--- config.mk ---
export PLATFORM = sky130hd
export DESIGN_NAME = pe_index_packer
export DESIGN_NICKNAME = d
export VERILOG_FILES = /design/src/rtl/pe_pkg.sv /design/src/rtl/pe_onehot2bin.sv /design/src/rtl/pe_index_packer.sv
export SDC_FILE = /design/constraint.sdc
export NUM_CORES = 1
export LEC_CHECK = 0
export ABC_AREA = 0
export CAP_MARGIN = 20
export CORE_UTILIZATION = 49
export CTS_CLUSTER_DIAMETER = 200
export DETAILED_ROUTE_END_ITERATION = 12
export PLACE_DENSITY = 0.82
export SLEW_MARGIN = 20
export SYNTH_ARGS = -nofsm -noshare
export SYNTH_HDL_FRONTEND = slang
export SYNTH_HIERARCHICAL = 1
export SYNTH_SLANG_ARGS = --single-unit
--- constraint.sdc ---
create_clock -name clk_i -period 2 [get_ports clk_i]
set_input_delay 0.6 -clock clk_i [delete_from_list [all_inputs] [get_ports clk_i]]
set_output_delay 0.6 -clock clk_i [all_outputs]
set_load 0.03 [all_outputs]
--- src/rtl/pe_pkg.sv ---
// Shared types and the one-hot decode helper for the priority-encoder index packer.
// Types are sized for the largest supported word; instances use the low bits.
package pe_pkg;

  localparam int unsigned MAX_WIDTH = 256;
  localparam int unsigned IDX_MAX   = 8;

  typedef struct packed {
    logic [IDX_MAX-1:0] idx;
    logic               multi;
  } oh_conv_t;

  typedef struct packed {
    logic [IDX_MAX-1:0] left_idx;
    logic [IDX_MAX-1:0] right_idx;
    logic [IDX_MAX:0]   span;
    logic               zero;
    logic               err;
  } result_t;

  // The index is only meaningful when exactly one bit is set.
  function automatic oh_conv_t onehot2bin(input logic [MAX_WIDTH-1:0] onehot);
    oh_conv_t r;
    logic     seen;
    r    = '0;
    seen = 1'b0;
    for (int i = 0; i < MAX_WIDTH; i++) begin
      if (onehot[i]) begin
        if (seen) r.multi = 1'b1;
        r.idx = IDX_MAX'(i);
        seen  = 1'b1;
      end
    end
    return r;
  endfunction

endpackage

--- src/rtl/pe_onehot2bin.sv ---
// One-hot to binary index converter with multi-hot and all-zero flags.
module pe_onehot2bin
  import pe_pkg::*;
#(
  parameter  int unsigned WIDTH = 8,
  localparam int unsigned IDX_W = $clog2(WIDTH)
) (
  input  logic [WIDTH-1:0] onehot_i,
  output logic [IDX_W-1:0] idx_o,
  output logic             multi_o,
  output logic             zero_o
);

  oh_conv_t conv;

  always_comb begin
    conv = onehot2bin(MAX_WIDTH'(onehot_i));
  end

  assign idx_o   = conv.idx[IDX_W-1:0];
  assign multi_o = conv.multi;
  assign zero_o  = ~|onehot_i;

  // Upper index bits are always zero for this WIDTH.
  if (IDX_W < IDX_MAX) begin : g_idx_hi
    logic unused_idx_hi;
    assign unused_idx_hi = ^conv.idx[IDX_MAX-1:IDX_W];
  end

endmodule

--- src/rtl/pe_index_packer.sv ---
// Converts priority-encoder left/right one-hot words to indices and span,
// flags empty/malformed words, and streams results through a 2-stage stallable pipe.
module pe_index_packer
  import pe_pkg::*;
#(
  parameter  int unsigned WIDTH = 8,
  parameter  int unsigned CNT_W = 16,
  localparam int unsigned IDX_W = $clog2(WIDTH)
) (
  input  logic             clk_i,
  input  logic             rst_ni,
  input  logic [WIDTH-1:0] data_left_i,
  input  logic [WIDTH-1:0] data_right_i,
  input  logic             data_val_i,
  output logic             data_ready_o,
  output logic [IDX_W-1:0] left_idx_o,
  output logic [IDX_W-1:0] right_idx_o,
  output logic [IDX_W:0]   span_o,
  output logic             zero_o,
  output logic             err_o,
  output logic             valid_o,
  input  logic             ready_i,
  output logic [CNT_W-1:0] err_cnt_o
);

  logic [IDX_W-1:0] l_idx, r_idx;
  logic             l_multi, r_multi, l_zero, r_zero;

  pe_onehot2bin #(.WIDTH(WIDTH)) u_left (
    .onehot_i (data_left_i),
    .idx_o    (l_idx),
    .multi_o  (l_multi),
    .zero_o   (l_zero)
  );

  pe_onehot2bin #(.WIDTH(WIDTH)) u_right (
    .onehot_i (data_right_i),
    .idx_o    (r_idx),
    .multi_o  (r_multi),
    .zero_o   (r_zero)
  );

  result_t          enc;
  result_t          s1_q, s1_d, s2_q, s2_d;
  logic             s1_vld_q, s1_vld_d, s2_vld_q, s2_vld_d;
  logic [CNT_W-1:0] err_cnt_q, err_cnt_d;
  logic             s1_adv, s2_adv, in_fire;

  always_comb begin
    enc           = '0;
    enc.left_idx  = IDX_MAX'(l_idx);
    enc.right_idx = IDX_MAX'(r_idx);
    enc.zero      = l_zero & r_zero;
    enc.err       = l_multi | r_multi | (l_zero ^ r_zero)
                  | (!l_zero && !r_zero && (r_idx > l_idx));
  end

  // NOTE: every always_comb output gets a default first so no path infers a latch.
  always_comb begin
    s2_adv    = !s2_vld_q || ready_i;
    s1_adv    = !s1_vld_q || s2_adv;
    in_fire   = data_val_i && s1_adv;
    s1_vld_d  = s1_vld_q;
    s1_d      = s1_q;
    s2_vld_d  = s2_vld_q;
    s2_d      = s2_q;
    err_cnt_d = err_cnt_q;

    if (s1_adv) s1_vld_d = data_val_i;
    if (in_fire) s1_d = enc;

    if (s2_adv) begin
      s2_vld_d = s1_vld_q;
      if (s1_vld_q) begin
        s2_d = s1_q;
        if (s1_q.zero || s1_q.err) begin
          s2_d.left_idx  = '0;
          s2_d.right_idx = '0;
          s2_d.span      = '0;
        end else begin
          s2_d.span = (IDX_MAX+1)'(s1_q.left_idx) - (IDX_MAX+1)'(s1_q.right_idx)
                    + (IDX_MAX+1)'(1);
        end
      end
    end

    if (in_fire && enc.err && (err_cnt_q != '1)) err_cnt_d = err_cnt_q + CNT_W'(1);
  end

  // NOTE: sequential state uses non-blocking assignments only; all flops reset
  // asynchronously so in-flight words vanish the moment rst_ni falls.
  always_ff @(posedge clk_i or negedge rst_ni) begin
    if (!rst_ni) begin
      s1_vld_q  <= 1'b0;
      s2_vld_q  <= 1'b0;
      s1_q      <= '0;
      s2_q      <= '0;
      err_cnt_q <= '0;
    end else begin
      s1_vld_q  <= s1_vld_d;
      s2_vld_q  <= s2_vld_d;
      s1_q      <= s1_d;
      s2_q      <= s2_d;
      err_cnt_q <= err_cnt_d;
    end
  end

  assign data_ready_o = s1_adv;
  assign valid_o      = s2_vld_q;
  assign left_idx_o   = s2_q.left_idx[IDX_W-1:0];
  assign right_idx_o  = s2_q.right_idx[IDX_W-1:0];
  assign span_o       = s2_q.span[IDX_W:0];
  assign zero_o       = s2_q.zero;
  assign err_o        = s2_q.err;
  assign err_cnt_o    = err_cnt_q;

  if (IDX_W < IDX_MAX) begin : g_out_hi
    logic unused_out_hi;
    assign unused_out_hi = ^{s2_q.left_idx[IDX_MAX-1:IDX_W],
                             s2_q.right_idx[IDX_MAX-1:IDX_W],
                             s2_q.span[IDX_MAX:IDX_W+1]};
  end

endmodule

# Yosys cells after proc, flatten, opt, wreduce, memory -nomap -nowiden
# Index checks and enable logic that the tools add are counted.
# totals
reg_bits	38
output_inout_bits	30
elab_cells	81
# op_classes
n_addsub	3
order_cmp	1
n_eq_ne	1
muxes	44
bitwise	5
n_reduce_logical	15
# op_table
op	n
$mux W4	9
$mux W1	28
$add A16 B1 Y16 const B	1
$ne A16 B16 Y1 const B	1
$reduce_or A8 Y1	2
$mux W3	4
$mux W11	1
$logic_and A1 B1 Y1	5
$add A4 B2 Y4 const B	1
$logic_not A1 Y1	4
$mux W2	2
$sub A3 B3 Y4	1
$gt A3 B3 Y1	1
$logic_or A1 B1 Y1	3
$or A1 B1 Y1	3
$reduce_and A2 Y1	1
$and A1 B1 Y1	1
$xor A1 B1 Y1	1

# Depth between registers and ports, before layout
# depth
word_depth	20
ltp_mapped	12

# Hierarchy
# Netlist, hierarchy kept.
# modules_own_cells
mod	n_inst	cells_each	area_per_inst_um2	seq_area_each_um2
pe_index_packer	1	171	1804.2	950.9
pe_onehot2bin	2	21	120.1	0.0

# Worst setup path before layout
# OpenSTA, ideal clock, no wires.
# synth_timing
kind	input to register
start	input data_left_i[3]
end	register err_cnt_q[12] (netlist: err_cnt_o[12])
arrival_time_ps	2631
required_ps	1875
slack_ps	-756
stages	9
n_path_buf	0
cell_sequence	or4_4 -> nor2_1 -> inv_1 -> ha_1 -> or3_1 -> a31oi_1 -> nor2_1 -> nand3_1 -> mux2_2
# synth_via
elab_cells_between_ends	24
# synth_lines
element	line_no	text
start, declared	pe_index_packer.sv:12	input logic [WIDTH-1:0] data_left_i,
$reduce_or A8 Y1	pe_onehot2bin.sv:22	assign zero_o = ~|onehot_i;
$logic_not A1 Y1	pe_onehot2bin.sv:22	
named net l_zero	pe_index_packer.sv:27	logic l_multi, r_multi, l_zero, r_zero;
$xor A1 B1 Y1	pe_index_packer.sv:54	enc.err = l_multi | r_multi | (l_zero ^ r_zero)
$or A1 B1 Y1	pe_index_packer.sv:54	
$or A1 B1 Y1	pe_index_packer.sv:55	| (!l_zero && !r_zero && (r_idx > l_idx));
$logic_and A1 B1 Y1 (2 in series)	pe_index_packer.sv:87	if (in_fire && enc.err && (err_cnt_q != '1)) err_cnt_d = err_cnt_q + CNT_W'(1);
end signal, assigned	pe_index_packer.sv:104	err_cnt_q <= err_cnt_d;
end, declared	pe_index_packer.sv:46	logic [CNT_W-1:0] err_cnt_q, err_cnt_d;
# The timed path passes the listed nets, and every way through them passes these cells.
# A chain may end at the register's enable or synchronous reset.

# Worst setup path after layout
# layout_timing
start	input data_left_i[3]
end	register err_cnt_q[1] (netlist: err_cnt_o[1])
# layout_via
elab_chain_cells	14
elab_cells_between_ends	24
# layout_rtl
element	line_no	text
$mux W3 or $mux W1 (tied branches)	pe_pkg.sv:28	if (onehot[i]) begin
$mux W1	pe_pkg.sv:29	if (seen) r.multi = 1'b1;
$mux W4	pe_pkg.sv:28	
$mux W1	pe_pkg.sv:29	
$mux W4	pe_pkg.sv:28	
$mux W1	pe_pkg.sv:29	
$mux W4	pe_pkg.sv:28	
$mux W1	pe_pkg.sv:29	
$mux W4 (*)	pe_pkg.sv:28	
named net l_multi	pe_index_packer.sv:27	
$or A1 B1 Y1 (*) (2 in series)	pe_index_packer.sv:54	
$or A1 B1 Y1 (*)	pe_index_packer.sv:55	
$logic_and A1 B1 Y1 (*) (2 in series)	pe_index_packer.sv:87	
# The timed path passes the listed nets; every way through them passes the cells marked *.

==> impl_metrics.ini <==
[grt]
grt_max_degree = 39
met1_usage = 0.318
grt_pass1_wl_mm = 9.01
grt_util_met3 = 0.0548
antenna_found_initial = 0
grt_use_total = 0.280
met2_usage = 0.487
grt_busiest_layer = met2
overflow = 0
first_global_vias = 1949

[cells_and_area]
n_antenna_cell = 0
nets = 356
drive_gt1_frac = 0.399
syn_to_final_growth_pct = 67.5
nFillCells = 209
post-route-util = 0.856

[floorplan]
design.die.area_um2 = 4430
die_y_um = 66.6
start_util = 0.511
die-width_um = 66.6
rows = 23
core_um2 = 4000
ioPinCount = 50

[flow_run]
drv_cap = 0

[synthesis]
yosys_register_bits = 38
yosysTopAreaCellShare = 0.465
synth_common_cells = dfrtp_1 (38), nand2_1 (34), nor2_1 (20), inv_1 (15), o21ai_0 (15)
yosysWarnings = 6
synth_edf_count = 0
yosysMostFrequentCell = dfrtp_1
ys_seq_area_frac = 0.465
synth_top_flop_cell = dfrtp_1
synth.area.top_cells = dfrtp_1 (47%), nand2_1 (6.2%), ha_1 (6.1%)
syn_avg_cell_area_um2 = 9.60
synth_cell_types = 34
yosysTopAreaCell = dfrtp_1
async_reset_ff_frac = 1.00
syn_inst = 213
synth_fp_nets = 244
netlist_area_um2 = 2040

[worst_setup_path]
reg2reg_from = s1_q[12]
cp-end-kind = flip-flop
crit_fanout = 8
worstSetupPathType = in -> reg
crit_required_ns = 2.19
worst_setup_path_start_kind = input port
crit_path_start = data_left_i[3]
cp_data_arrival_time_ns = 2.79

[clock_network]
clock_latency_ns = 0.31
cts-root-buf = clkbuf_8
htreeDepth = 2
clk_pin_slew_ns = 0.08
cts_tree = done
numCtsBuffers = 5
clockBufferDepth = 2
hold_buffers = 0
clkSinkCount = 38

[place]
dp_hpwl_mm = 3.57
place_congestion = 0.820
port_buffers = 49
pre_cts_ws_ns = -1.70

[timing]
finalCritPeriodShare = 1.30
totalNegativeSetupSlack_ns = -8.90
hold_viol_final = 0
setup_viol = 17
worstMarginPinSlew_ns = 0.598
rsz0062_at_grt = true
fin_crit_ns = 2.60
maxSlewHeadroom = 0.600
fin_worst_skew_ns = 0.0130
setup_ws_ns = -0.596
fmax_mhz = 385
drv_slew = 0

[power_and_ir_drop]
switching_share = 0.342
p_switching_w = 0.000982
vdd_drop_max_mv = 0.372
power_frac_clock = 0.278
pwr-share-seq = 0.342
p_int_w = 0.00189
power_w = 0.00287
combPwrFrac = 0.380
power_density_nw_per_um2 = 839
leakagePower_nw = 1.67

[route]
totalWireLength_mm = 6.69
wl_per_cell_um = 17.8
drt_iter0_markers = 140
drc_errors = 0
vias = 2122
dr.pass1.iters = 4
postRouteAntennaNets = 0
viasPerCell = 5.64

[hold_path]
hp-start = left_idx_o[0]
hp-class = reg -> reg

[status]
violations = setup timing
status = finished, violations left
==> worst paths after layout <==
kind	end	cells past startpoint	slack, ns
worst max-delay path	err_cnt_o[1]	10	-0.60
worst min-delay path	left_idx_o[0]	2	0.48
worst max register to register	span_o[2]	6	0.15
worst min register to register	left_idx_o[0]	2	0.48
max in group asynchronous	left_idx_o[1]	2	0.93
min in group asynchronous	err_cnt_o[9]	2	0.72
==> power by group through the flow <==
| stage | sequential (W) | combinational [W] | clock [W] |
|---|---|---|---|
| after floorplan | 0.00122 | 0.000271 | 0 |
| final | 0.000981 | 0.00109 | 0.000800 |
| after CTS | 0.000980 | 0.00104 | 0.000793 |
| after detailed placement | 0.000996 | 0.00101 | 0 |
| after global routing | 0.000996 | 0.00116 | 0.000847 |
| after global placement | 0.000985 | 0.000980 | 0 |
==> metrics by stage <==
| step | std cells | instance area, um2 | hold slack (ns) |
|---|---|---|---|
| after floorplan | 213 | 2080 | 0.304 |
| final | 376 | 3420 | 0.477 |
| after global routing | 376 | 3420 | 0.511 |
| after global placement | 350 | 2930 | 0.462 |
| after detailed placement | 350 | 2930 | 0.470 |
| after CTS | 372 | 3290 | 0.487 |
==> layout by cell type, fill, tap and decap left out, drive strengths merged, types with 8 or more instances in the layout <==
| cell | synthesis | routed |
|---|---|---|
| buf | 2 | 68 |
| dfrtp | 38 | 38 |
| nand2 | 34 | 34 |
| dlygate4sd2 | 0 | 23 |
| nor2 | 20 | 20 |
| clkdlybuf4s50 | 0 | 15 |
| o21ai | 15 | 15 |
| inv | 15 | 15 |
| xnor2 | 11 | 11 |
| ha | 10 | 10 |
| mux2 | 8 | 8 |
==> cell type report <==
| class | instances | area (um2) | area share |
|---|---|---|---|
| multi-input combinational | 156 | 1290 | 0.377 |
| sequential | 38 | 951 | 0.278 |
| timing repair buffer | 109 | 927 | 0.271 |
| clock buffer | 5 | 68.8 | 0.0201 |
| clock inverter | 3 | 68.8 | 0.0201 |
| tap | 50 | 62.6 | 0.0183 |
| inverter | 15 | 56.3 | 0.0164 |
==> repair_timing <==
| action | 4_1_cts | 5_1_grt |
|---|---|---|
| cloned | 0 | 0 |
| resized for setup | 93 | 18 |
| setup endpoints to repair | 32 | 19 |
| pin swaps | 30 | 13 |
| buffers inserted | 15 | 4 |
==> routing by layer <==
metal,vias to the layer above,share of wire,wire [um]
met5,-,0,0
met4,0,0.064,429
met3,39,0.052,345
met2,98,0.51,3390
met1,1023,0.38,2530
li1,962,-,-
==> sequential cells by signal, indices dropped and copies added (netlist names) <==
register	count
s1_q	8
zero_o	1
valid_o	1
right_idx_o	3
s1_vld_q	1
left_idx_o	3
span_o	4
err_cnt_o	16
err_o	1
==> critical path, cell delays in order <==
cell     delay, ns
buf_8         0.10
or4_4         0.56
buf_6         0.15
nor3_4        0.18
nor3_2        0.07
or3_4         0.38
a31oi_4       0.24
nor3_4        0.06
buf_6         0.15
mux2_4        0.29
==> cells by family after synthesis <==
group / after synthesis / synth area share
AOI/OAI and AO/OA: 33 / 0.0949
xor gates and xnor gates: 13 / 0.0557
adders and majority gates: 11 / 0.0710
buffers and inverters: 19 / 0.0386
DFF: 38 / 0.465
muxes: 8 / 0.0441
and+or+nand+nor: 91 / 0.231
Power figures use the tool's default switching activity.
